**config.mk**
```make
export PLATFORM = sky130hd
export DESIGN_NAME = mem_stage
export DESIGN_NICKNAME = d
export VERILOG_FILES = /design/src/rtl/cpu_types_pkg.sv /design/src/rtl/mem_stage_reg.sv /design/src/rtl/mem_stage.sv
export SDC_FILE = /design/constraint.sdc
export NUM_CORES = 1
export LEC_CHECK = 0
export ABC_AREA = 1
export CAP_MARGIN = 10
export CORE_MARGIN = 5
export CORE_UTILIZATION = 25
export DETAILED_ROUTE_END_ITERATION = 8
export PLACE_DENSITY = 0.58
export SYNTH_ARGS = -nofsm -noshare
export SYNTH_HDL_FRONTEND = slang
export SYNTH_SLANG_ARGS = --single-unit
```
**constraint.sdc**
```tcl
create_clock -name CLK -period 5.7 [get_ports CLK]
set_input_delay 0.57 -clock CLK [delete_from_list [all_inputs] [get_ports CLK]]
set_output_delay 0.57 -clock CLK [all_outputs]
set_load 0.005 [all_outputs]
```
**src/rtl/cpu_types_pkg.sv**
```systemverilog
// Shared CPU datapath types: word/register aliases, memory-stage state,
// exception causes and the latched memory-stage instruction record.
package cpu_types_pkg;

   localparam int unsigned WORD_W = 32;
   localparam int unsigned REG_W  = 5;

   typedef logic [WORD_W-1:0] word_t;
   typedef logic [REG_W-1:0]  regbits_t;

   typedef enum logic {
      IDLE = 1'b0,
      WAIT = 1'b1
   } mem_state_t;

   // MIPS cause codes
   typedef enum logic [4:0] {
      EXC_NONE = 5'd0,
      EXC_ADEL = 5'd4,
      EXC_ADES = 5'd5,
      EXC_OV   = 5'd12
   } exc_cause_t;

   typedef struct packed {
      word_t    result;
      word_t    store;
      regbits_t rd;
      logic     memread;
      logic     memwrite;
      logic     squashed;
   } mem_fields_t;

   // Overflow outranks misalignment; only memory ops can be misaligned
   function automatic exc_cause_t classify(input logic v, input logic trap_ov,
                                           input logic memread, input logic memwrite,
                                           input logic [1:0] lsb);
      if (v && trap_ov)               return EXC_OV;
      if (memread && (lsb != 2'b00))  return EXC_ADEL;
      if (memwrite && (lsb != 2'b00)) return EXC_ADES;
      return EXC_NONE;
   endfunction

endpackage

```
**src/rtl/mem_stage_reg.sv**
```systemverilog
// Stage register holding the fields of the memory op in flight.
module mem_stage_reg
   import cpu_types_pkg::*;
(
   input  logic        CLK,
   input  logic        RST,
   input  logic        load,
   input  logic        clr,
   input  mem_fields_t d,
   output mem_fields_t q
);

   always_ff @(posedge CLK or posedge RST) begin
      if (RST)       q <= '0;
      else if (clr)  q <= '0;
      else if (load) q <= d;
   end

endmodule

```
**src/rtl/mem_stage.sv**
```systemverilog
// Memory pipeline stage: forwards ALU results, runs data-memory requests,
// and raises overflow / address-error exceptions as one-cycle records.
module mem_stage
   import cpu_types_pkg::*;
(
   input  logic              CLK,
   input  logic              RST,
   input  logic              ex_valid,
   output logic              ex_ready,
   input  logic [WORD_W-1:0] ex_result,
   input  logic              ex_v,
   input  logic              ex_trap_ov,
   input  logic [WORD_W-1:0] ex_store,
   input  logic              ex_memread,
   input  logic              ex_memwrite,
   input  logic              ex_regwrite,
   input  logic [REG_W-1:0]  ex_rd,
   input  logic              flush,
   output logic              dREN,
   output logic              dWEN,
   output logic [WORD_W-1:0] daddr,
   output logic [WORD_W-1:0] dstore,
   input  logic [WORD_W-1:0] dload,
   input  logic              dhit,
   output logic              wb_valid,
   output logic              wb_regwrite,
   output logic [REG_W-1:0]  wb_rd,
   output logic [WORD_W-1:0] wb_data,
   output logic              exc_ov,
   output logic              exc_adel,
   output logic              exc_ades
);

   mem_state_t  state, state_d;
   mem_fields_t fields_q, fields_d;
   exc_cause_t  cause;
   logic        accept, is_mem, go_wait, reg_load, reg_clr;

   logic              dren_d, dwen_d, wb_valid_d, wb_regwrite_d;
   logic              exc_ov_d, exc_adel_d, exc_ades_d;
   logic [WORD_W-1:0] daddr_d, dstore_d, wb_data_d;
   logic [REG_W-1:0]  wb_rd_d;

   assign ex_ready = (state == IDLE);
   assign accept   = ex_valid & ex_ready;
   assign is_mem   = ex_memread | ex_memwrite;
   assign cause    = classify(ex_v, ex_trap_ov, ex_memread, ex_memwrite, ex_result[1:0]);
   assign go_wait  = accept & ~flush & is_mem & (cause == EXC_NONE);
   assign reg_load = go_wait | ((state == WAIT) & flush);
   assign reg_clr  = (state == WAIT) & dhit;

   // Accept latches fresh fields; a flush in WAIT only marks the op squashed
   always_comb begin
      fields_d          = fields_q;
      fields_d.squashed = 1'b1;
      if (state == IDLE) begin
         fields_d.result   = ex_result;
         fields_d.store    = ex_store;
         fields_d.rd       = ex_rd;
         fields_d.memread  = ex_memread;
         fields_d.memwrite = ex_memwrite;
         fields_d.squashed = 1'b0;
      end
   end

   mem_stage_reg u_reg (
      .CLK  (CLK),
      .RST  (RST),
      .load (reg_load),
      .clr  (reg_clr),
      .d    (fields_d),
      .q    (fields_q)
   );

   always_ff @(posedge CLK or posedge RST) begin
      if (RST) state <= IDLE;
      else     state <= state_d;
   end

   always_comb begin
      state_d = state;
      case (state)
         IDLE:    if (go_wait) state_d = WAIT;
         WAIT:    if (dhit)    state_d = IDLE;
         default: state_d = IDLE;
      endcase
   end

   // Next values of the registered outputs
   always_comb begin
      dren_d        = dREN;
      dwen_d        = dWEN;
      daddr_d       = daddr;
      dstore_d      = dstore;
      wb_valid_d    = 1'b0;
      wb_regwrite_d = 1'b0;
      wb_rd_d       = wb_rd;
      wb_data_d     = wb_data;
      exc_ov_d      = 1'b0;
      exc_adel_d    = 1'b0;
      exc_ades_d    = 1'b0;
      case (state)
         IDLE: begin
            if (go_wait) begin
               dren_d   = ex_memread;
               dwen_d   = ex_memwrite;
               daddr_d  = ex_result;
               dstore_d = ex_store;
            end else if (accept && !flush) begin
               wb_valid_d    = 1'b1;
               wb_rd_d       = ex_rd;
               wb_data_d     = ex_result;
               wb_regwrite_d = (cause == EXC_NONE) & ex_regwrite;
               exc_ov_d      = (cause == EXC_OV);
               exc_adel_d    = (cause == EXC_ADEL);
               exc_ades_d    = (cause == EXC_ADES);
            end
         end
         WAIT: begin
            dren_d   = fields_q.memread & ~dhit;
            dwen_d   = fields_q.memwrite & ~dhit;
            daddr_d  = fields_q.result;
            dstore_d = fields_q.store;
            if (dhit) begin
               wb_valid_d    = 1'b1;
               wb_rd_d       = fields_q.rd;
               wb_data_d     = fields_q.memread ? dload : fields_q.result;
               wb_regwrite_d = fields_q.memread & ~(fields_q.squashed | flush);
            end
         end
         default: ;
      endcase
   end

   always_ff @(posedge CLK or posedge RST) begin
      if (RST) begin
         dREN        <= 1'b0;
         dWEN        <= 1'b0;
         daddr       <= '0;
         dstore      <= '0;
         wb_valid    <= 1'b0;
         wb_regwrite <= 1'b0;
         wb_rd       <= '0;
         wb_data     <= '0;
         exc_ov      <= 1'b0;
         exc_adel    <= 1'b0;
         exc_ades    <= 1'b0;
      end else begin
         dREN        <= dren_d;
         dWEN        <= dwen_d;
         daddr       <= daddr_d;
         dstore      <= dstore_d;
         wb_valid    <= wb_valid_d;
         wb_regwrite <= wb_regwrite_d;
         wb_rd       <= wb_rd_d;
         wb_data     <= wb_data_d;
         exc_ov      <= exc_ov_d;
         exc_adel    <= exc_adel_d;
         exc_ades    <= exc_ades_d;
      end
   end

endmodule

```
### Word-level counts from Yosys, hierarchy flattened

Cells that the tools add are included.

| storage, ports and cells | value |
|---|---|
| flip-flop bits (word level) | 181 |
| logic and storage cells | 105 |

| operators by class | value |
|---|---|
| equality and inequality tests | 8 |
| multiplexer cells | 52 |
| bitwise gates (word level) | 17 |
| reduce and logical (&&, ||, !) cells | 10 |

Operators by type and width:

| operator | count |
|---|---|
| $mux 72 | 3 |
| $mux 32 | 6 |
| $pmux 32 s2 | 3 |
| $mux 5 | 9 |
| $mux 1 | 25 |
| $and 1x1->1 | 10 |
| $eq 5x3->1 const B | 2 |
| $pmux 1 s2 | 5 |
| $pmux 5 s2 | 1 |
| $ne 2x1->1 const B | 3 |
| $eq 5x4->1 const B | 1 |
| $logic_not 5->1 | 1 |
| $logic_and 1x1->1 | 4 |
| $ne 2x2->1 const B | 2 |
| $not 1->1 | 4 |
| $reduce_bool 2->1 | 2 |
| $or 1x1->1 | 3 |
| $reduce_and 3->1 | 1 |
| $reduce_and 2->1 | 1 |
| $logic_not 1->1 | 1 |

### Longest topological paths before layout

Gate-level depths: netlist of run 1.

| depth | value |
|---|---|
| word-level depth | 14 |
| mapped depth | 10 |
| mapped depth without buffers | 7 |

### Cells and area by module

Synthesis of run 1 repeated with hierarchy kept, for this count alone.

| unflattened totals | value |
|---|---|
| cells, all modules | 1129 |
| area total of the unflattened synthesis | 8583.2 um^2 |

By module, submodules not included:

| module | times used | cells an instance | area an instance (um^2) | sequential area each (um^2) |
|---|---|---|---|---|
| mem_stage | 1 | 816 | 5664.2 | 2727.6 |
| mem_stage_reg | 1 | 313 | 2919.0 | 1801.7 |

### Worst setup path before layout of run 1

No wires, ideal clock.

| path | value |
|---|---|
| path type | reg2out |
| from | reg state |
| to | out ex_ready |
| data arrival time | 1.052 ns |
| path slack | 4.078 ns |
| cell stages (with the launch flop) | 5 |
| path buffers | 3 |
| cells stage by stage | dfrtp_1 -> buf_2 -> inv_4 -> buf_2 -> buf_1 |

| between the ends | value |
|---|---|
| longest elaborated chain between the ends | 1 |

Ends and longest elaborated chain:

| element | line | source |
|---|---|---|
| from (decl) | mem_stage.sv:34 | `mem_state_t state, state_d;` |
| from (signal assigned) | mem_stage.sv:77 | `else state <= state_d;` |
| $not 1->1 | n/a |  |
| to (decl) | mem_stage.sv:9 | `output logic ex_ready,` |

Every way passes these cells.

### Worst setup path after layout of run 1

| path | value |
|---|---|
| from | reg state |
| to | reg dREN |

| between the ends | value |
|---|---|
| longest elaborated chain between the ends | 6 |

Ends and longest elaborated chain:

| element | line | source |
|---|---|---|
| $not 1->1 | n/a |  |
| $and 1x1->1 | mem_stage.sv:45 | `assign accept = ex_valid & ex_ready;` |
| $and 1x1->1 (3 in a row) | mem_stage.sv:48 | `assign go_wait = accept & ~flush & is_mem & (cause == EXC_NONE);` |
| $ne 2x1->1 (no line) | n/a |  |
| to (signal assigned) | mem_stage.sv:149 | `dREN <= dren_d;` |
| to (decl) | mem_stage.sv:19 | `output logic dREN,` |

Parallel ways exist; a longest one is shown, timed or not.
A chain may end at the register's enable or synchronous reset.

==> results of run 1 <==
-- worst reg2reg max path, delay by kind of cell (launching register included) --
kind,cells,cell delay (ps)
flip-flops,1,500
AND/OR/NAND/NOR,6,1750
buffers and inverters,2,840
-- cell type report --
class | count | share of cell area
clock buffers | 18 | 0.0372
clock inverters | 14 | 0.0166
inverters | 17 | 0.00646
multi-input cells | 839 | 0.314
flip-flops and latches | 181 | 0.384
well taps | 455 | 0.0482
repair buffers | 232 | 0.194
-- worst paths after layout --
check | startpoint | endpoint | slack (ps) | cells after the start
min in group asynchronous | RST | u_reg.q[14]$_DFFE_PP0P_ | 600 | 2
min | wb_data[13]$_DFFE_PP0P_ | wb_data[13]$_DFFE_PP0P_ | 470 | 2
max reg2reg | state$_DFF_PP0_ | dREN$_DFFE_PP0P_ | 2550 | 8
max | state$_DFF_PP0_ | dREN$_DFFE_PP0P_ | 2550 | 8
max in group asynchronous | RST | state$_DFF_PP0_ | 3820 | 3
min reg2reg | wb_data[13]$_DFFE_PP0P_ | wb_data[13]$_DFFE_PP0P_ | 470 | 2
-- logic make-up after synthesis --
group | count (synthesis) | share of synthesized area
compound gates | 74 | 0.0422
buf+inv | 111 | 0.0665
flops | 181 | 0.514
simple gates | 765 | 0.377
-- where the power goes --
| part | internal [mW] | switching, mW | total (mW) |
|---|---|---|---|
| Sequential | 1.57 | 0.176 | 1.75 |
| Combinational | 0.574 | 0.534 | 1.11 |
| Clock | 0.753 | 0.555 | 1.31 |
| Total | 2.90 | 1.27 | 4.16 |
-- flip-flops by register name, indices dropped and copies added (netlist names) --
signal / cells
wb_data: 32
daddr: 32
state: 1
dWEN: 1
dstore: 32
u_reg.q: 72
exc_ades: 1
exc_adel: 1
dREN: 1
wb_rd: 5
wb_valid: 1
exc_ov: 1
wb_regwrite: 1
-- metal layers --
layer  share of wire  vias up  GRT usage
met5               0        -          0
met3           0.066       18     0.0416
li1                -     4044          -
met1            0.47     4069      0.219
met2            0.46      244      0.239
met4           0.010        0     0.0380
-- placed cells by master, fill, tap and decap left out, drive strengths merged --
cell           count
nand2            474
clkdlybuf4s50    219
dfrtp            181
nand3            173
o21ai             72
nand4             71
nor2              43
inv               22
clkbuf            18
buf               13
clkinv             5
bufinv             4
nand3b             2
or2                1
nor3               1
a21oi              1
o22ai              1
-- metrics by stage --
step / hold slack [ps] / instances
2_1_floorplan: 465 / 1131
3_3_place_gp: 454 / 1724
4_1_cts: 476 / 1756
3_5_place_dp: 458 / 1724
5_1_grt: 497 / 1756
6_report: 470 / 1756
==> run_results.csv, run 1 <==
group,metric,value,unit
final_layout,finalNetCount,1399,
logic_synthesis,synth_top_area_cell,"dfrtp_1",
logic_synthesis,synth_commonest_cells,"472 x nand2_1, 181 x dfrtp_1, 173 x nand3_1",
power_and_ir_drop,power_density,352,nW/um^2
final_layout,multi_input_area,3710,sq um
sta,setup_slack,2550,ps
detailed_routing,drt-pass1-iter-count,5,
grt,grt_max_degree,99,
final_layout,fillers,3654,
min_path,hold_class,"reg -> reg",
logic_synthesis,synth_top_area_frac,0.514,
worst_setup_path,cp.arrival,3530,ps
final_layout,seq_area,4530,sq um
logic_synthesis,yosysWarnings,0,
worst_setup_path,cp_cell_sequence,"inv_6 > nand3b_4 > nor2_4 > nand2_8 > nand2_2 > buf_4 > nand2_1 > nand2_1",
grt,track_usage,0.155,
sta,min_period,3150,ps
floorplanning,start_util,0.254,
grt,grt_pass1_vias,8305,
clocking,clock_sinks,181,
detailed_routing,drtAntennaViolNets,0,
grt,grt-ovfl-total,0,
detailed_routing,wire_per_inst,17.3,microns
final_layout,fin_area,11800,sq um
logic_synthesis,ys_async_sr_fraction,1.00,
worst_setup_path,cp_max_fo,88,
power_and_ir_drop,vdd_drop_max,0.000203,V
clocking,path_clk_slew,70,ps
worst_setup_path,cpMostUsedCell,"nand2_1",
final_layout,utilization,0.341,
place,dpl_worst_slack,2190,ps
power_and_ir_drop,p_leak,5.77,nW
logic_synthesis,synth_area_leaders,"dfrtp_1 51%, nand2_1 20%, nand3_1 9.8%",
worst_setup_path,cpPeakStageDelay,740,ps
worst_setup_path,worstSetupStartpointType,"flip-flop",
detailed_routing,drc_errors,0,
detailed_routing,via_per_inst,4.77,
worst_setup_path,end_kind,"flip-flop",
worst_setup_path,cp.buffers_inverters,2,
place,hpwl,17700,microns
worst_setup_path,required,6080,ps
clocking,clock_latency,450,ps
detailed_routing,wirelength,30300,microns
detailed_routing,drt_iter0_drc,581,
sta,tightest_slew,1120,ps
final_layout,num_antenna_cells,0,
worst_setup_path,worst-setup-path-type,"reg -> reg",
sta,finalSetupTns,0,ps
clocking,postCtsHoldBufs,0,
run_status,status,"completed",
logic_synthesis,synthesis.nets,1242,
clocking,ctsResizeCount,0,
clocking,clockBufferDepth,2,
logic_synthesis,synth-edff-count,0,
worst_setup_path,slowest_stage,"nand2_2",
flow_run,drv_cap,0,
grt,grt_pass1_wl,48300,microns
floorplanning,die_w,198,microns
grt,antenna_found_initial,0,
logic_synthesis,synthMostInstantiatedCell,"nand2_1",
sta,hold_violations,0,
final_layout,area_growth,34.2,%
logic_synthesis,netlist_area,8810,sq um
worst_setup_path,path_delay_family,"simple AND/OR/NAND/NOR gates",
sta,fin_skew,14.5,ps
final_layout,drive_above_1_share,0.0453,
sta,drv_slew,0,
clocking,clock-root-buffer,"clkbuf_16",
logic_synthesis,syn_inst,1131,
place,placed_cell_area,11200,sq um
logic_synthesis,ys_seq_elements,181,
floorplanning,row_count,68,
logic_synthesis,ys_seq_area_frac,0.514,
logic_synthesis,syn_area_per_cell,7.79,sq um
floorplanning,core,34600,sq um
sta,setup_viol,0,
sta,min_period_over_period,0.553,
sta,max_freq,0.318,GHz
place,portBuffers,219,
floorplanning,top_level_ports,220,
logic_synthesis,synth_cell_types,22,
place,gp_congestion,0.751,
power_and_ir_drop,power,4.16,mW
sta,rsz0062_at_grt,"false",
floorplanning,dieArea,39100,sq um
logic_synthesis,ys.flop_type,"dfrtp_1",
detailed_routing,vias,8375,
clocking,cts_made_buffers,17,
sta,slew-limit-headroom,0.255,
clocking,cts_tree,"built",
clocking,htree_levels,4,
clocking,cts_setup_buffers,0,
floorplanning,die_y,198,microns
Note: power is estimated with default switching activity, not from simulation.
==> inputs of run 2 (changes only) <==
==> constraint.sdc (replaced) <==
create_clock -name CLK -period 2.81 [get_ports CLK]
set_input_delay 0.281 -clock CLK [delete_from_list [all_inputs] [get_ports CLK]]
set_output_delay 0.281 -clock CLK [all_outputs]
set_load 0.005 [all_outputs]
==> run_results.csv, run 2 (synthesis gave the netlist of run 1 again) <==
group,metric,value,unit
grt,grt_pass1_wl,48500,microns
sta,rsz0062_at_grt,"false",
sta,finalSetupTns,0,ps
power_and_ir_drop,seqPwrFrac,0.424,
clocking,clockBufferDepth,2,
grt,track_usage,0.157,
final_layout,area_growth,36.2,%
detailed_routing,drt-pass1-iter-count,5,
worst_setup_path,r2r-start,"state$_DFF_PP0_",
place,portBuffers,219,
sta,min_period_over_period,0.774,
power_and_ir_drop,p_leak,5.85,nW
clocking,clock-root-buffer,"clkbuf_16",
grt,antenna_found_initial,1,
clocking,ctsResizeCount,0,
run_status,status,"completed",
grt,use_met3,0.0403,
worst_setup_path,worstSetupStartpointType,"flip-flop",
final_layout,regMostFlops,"u_reg.q",
floorplanning,start_util,0.254,
clocking,clock_sinks,181,
power_and_ir_drop,p_sw,2.57,mW
detailed_routing,drt_iter0_drc,542,
final_layout,finalNetCount,1412,
floorplanning,core,34600,sq um
sta,fin_skew,12.3,ps
final_layout,largest_reg_flops,72,
detailed_routing,vias,8418,
clocking,htree_levels,4,
clocking,clock_latency,440,ps
detailed_routing,wire_per_inst,17.4,microns
power_and_ir_drop,power_density,700,nW/um^2
grt,grt_max_degree,108,
final_layout,final_common_cell,"nand2_1",
sta,max_freq,0.460,GHz
grt,met1_usage,0.221,
flow_run,drv_cap,0,
grt,met2_usage,0.244,
place,placed_cell_area,11400,sq um
clocking,postCtsHoldBufs,0,
final_layout,fin_area,12000,sq um
place,gp_congestion,0.765,
sta,tightest_slew,925,ps
power_and_ir_drop,vdd_drop_max,0.000413,V
worst_setup_path,critical_path.startpoint,"state$_DFF_PP0_",
sta,setup_viol,0,
power_and_ir_drop,switching_share,0.306,
worst_setup_path,end_kind,"flip-flop",
final_layout,mostFrequentLayoutCells,"469 x nand2_1, 219 x clkdlybuf4s50_1, 180 x dfrtp_1",
worst_setup_path,required,3180,ps
sta,slew-limit-headroom,0.383,
place,hpwl,19500,microns
detailed_routing,drtAntennaViolNets,0,
power_and_ir_drop,p_int,5.83,mW
clocking,path_clk_slew,70,ps
floorplanning,die_w,198,microns
detailed_routing,via_per_inst,4.76,
grt,grt-ovfl-total,0,
worst_setup_path,worst-setup-path-type,"reg -> reg",
floorplanning,dieArea,39100,sq um
grt,busiest_layer,"met2",
min_path,hold_class,"in -> async",
floorplanning,top_level_ports,220,
floorplanning,die_y,198,microns
power_and_ir_drop,pwr-share-comb,0.273,
worst_setup_path,cp_max_fo,67,
sta,drv_slew,0,
worst_setup_path,cp.arrival,2550,ps
power_and_ir_drop,clkPwrFrac,0.303,
grt,grt_pass1_vias,8129,
detailed_routing,drc_errors,0,
clocking,cts_setup_buffers,0,
sta,min_period,2170,ps
sta,hold_violations,0,
clocking,cts_made_buffers,17,
clocking,cts_tree,"built",
final_layout,drive_above_1_share,0.0548,
floorplanning,row_count,68,
detailed_routing,wirelength,30700,microns
## run 2: changes by cell type in the layout (fill, tap and decap cells not counted), sizes merged
| cell | before | now |
|---|---|---|
| buf | 13 | 26 |
| clkinvlp | 0 | 4 |
| inv | 22 | 20 |
| bufinv | 4 | 3 |
| clkinv | 5 | 4 |
| diode | 0 | 1 |
## run 2: final cells by class
type | instances | area (sq um)
fill | 3638 | 22600
sequential | 181 | 4530
multi-input combinational | 839 | 3720
timing repair buffer | 245 | 2490
tap | 455 | 569
clock buffer | 18 | 439
clock inverter | 14 | 174
inverter | 17 | 72.6
antenna | 1 | 2.50
## run 2: path summary, 6_finish.rpt
| check | end | cells past startpoint | slack, ps |
|---|---|---|---|
| worst max-delay path | u_reg.q[35]$_DFFE_PP0P_ | 6 | 640 |
| worst min-delay path | u_reg.q[59]$_DFFE_PP0P_ | 2 | 260 |
| worst max register to register | u_reg.q[35]$_DFFE_PP0P_ | 6 | 640 |
| worst min register to register | wb_data[4]$_DFFE_PP0P_ | 2 | 470 |
| max in group asynchronous | daddr[12]$_DFFE_PP0P_ | 3 | 1820 |
| min in group CLK | u_reg.q[19]$_DFFE_PP0P_ | 3 | 440 |
## run 2: critical path: stages (launching register included)
cell and delay [ps]:
dfrtp_4 510, inv_6 180, nand3b_4 150, nor2_4 170, buf_4 730, nand4_1 180, nand2_1 130
## run 2: stage by stage
stage                     instances  setup slack [ps]  total power [mW]  hold slack, ps  utilization
after floorplan                1131               206              4.53             428            -
after global placement         1737               486              5.91             453        0.329
after detailed placement       1737               416              5.93             458        0.329
after CTS                      1769               601              8.56             254        0.346
after global routing           1770               496              8.94             279        0.346
final                          1770               636              8.40             263        0.346
## run 2: routing by layer
layer  share of wire  routed length, microns
met5               0                       0
met4          0.0063                     195
met3           0.062                    1920
met2            0.46                   14200
met1            0.47                   14400
## run 2: power groups by stage
stage,Sequential [mW],Combinational (mW),Clock [mW]
after global routing,3.63,2.56,2.74
final,3.56,2.29,2.55
after floorplan,3.56,0.966,0
after global placement,3.60,2.32,0
after CTS,3.56,2.35,2.65
after detailed placement,3.60,2.34,0
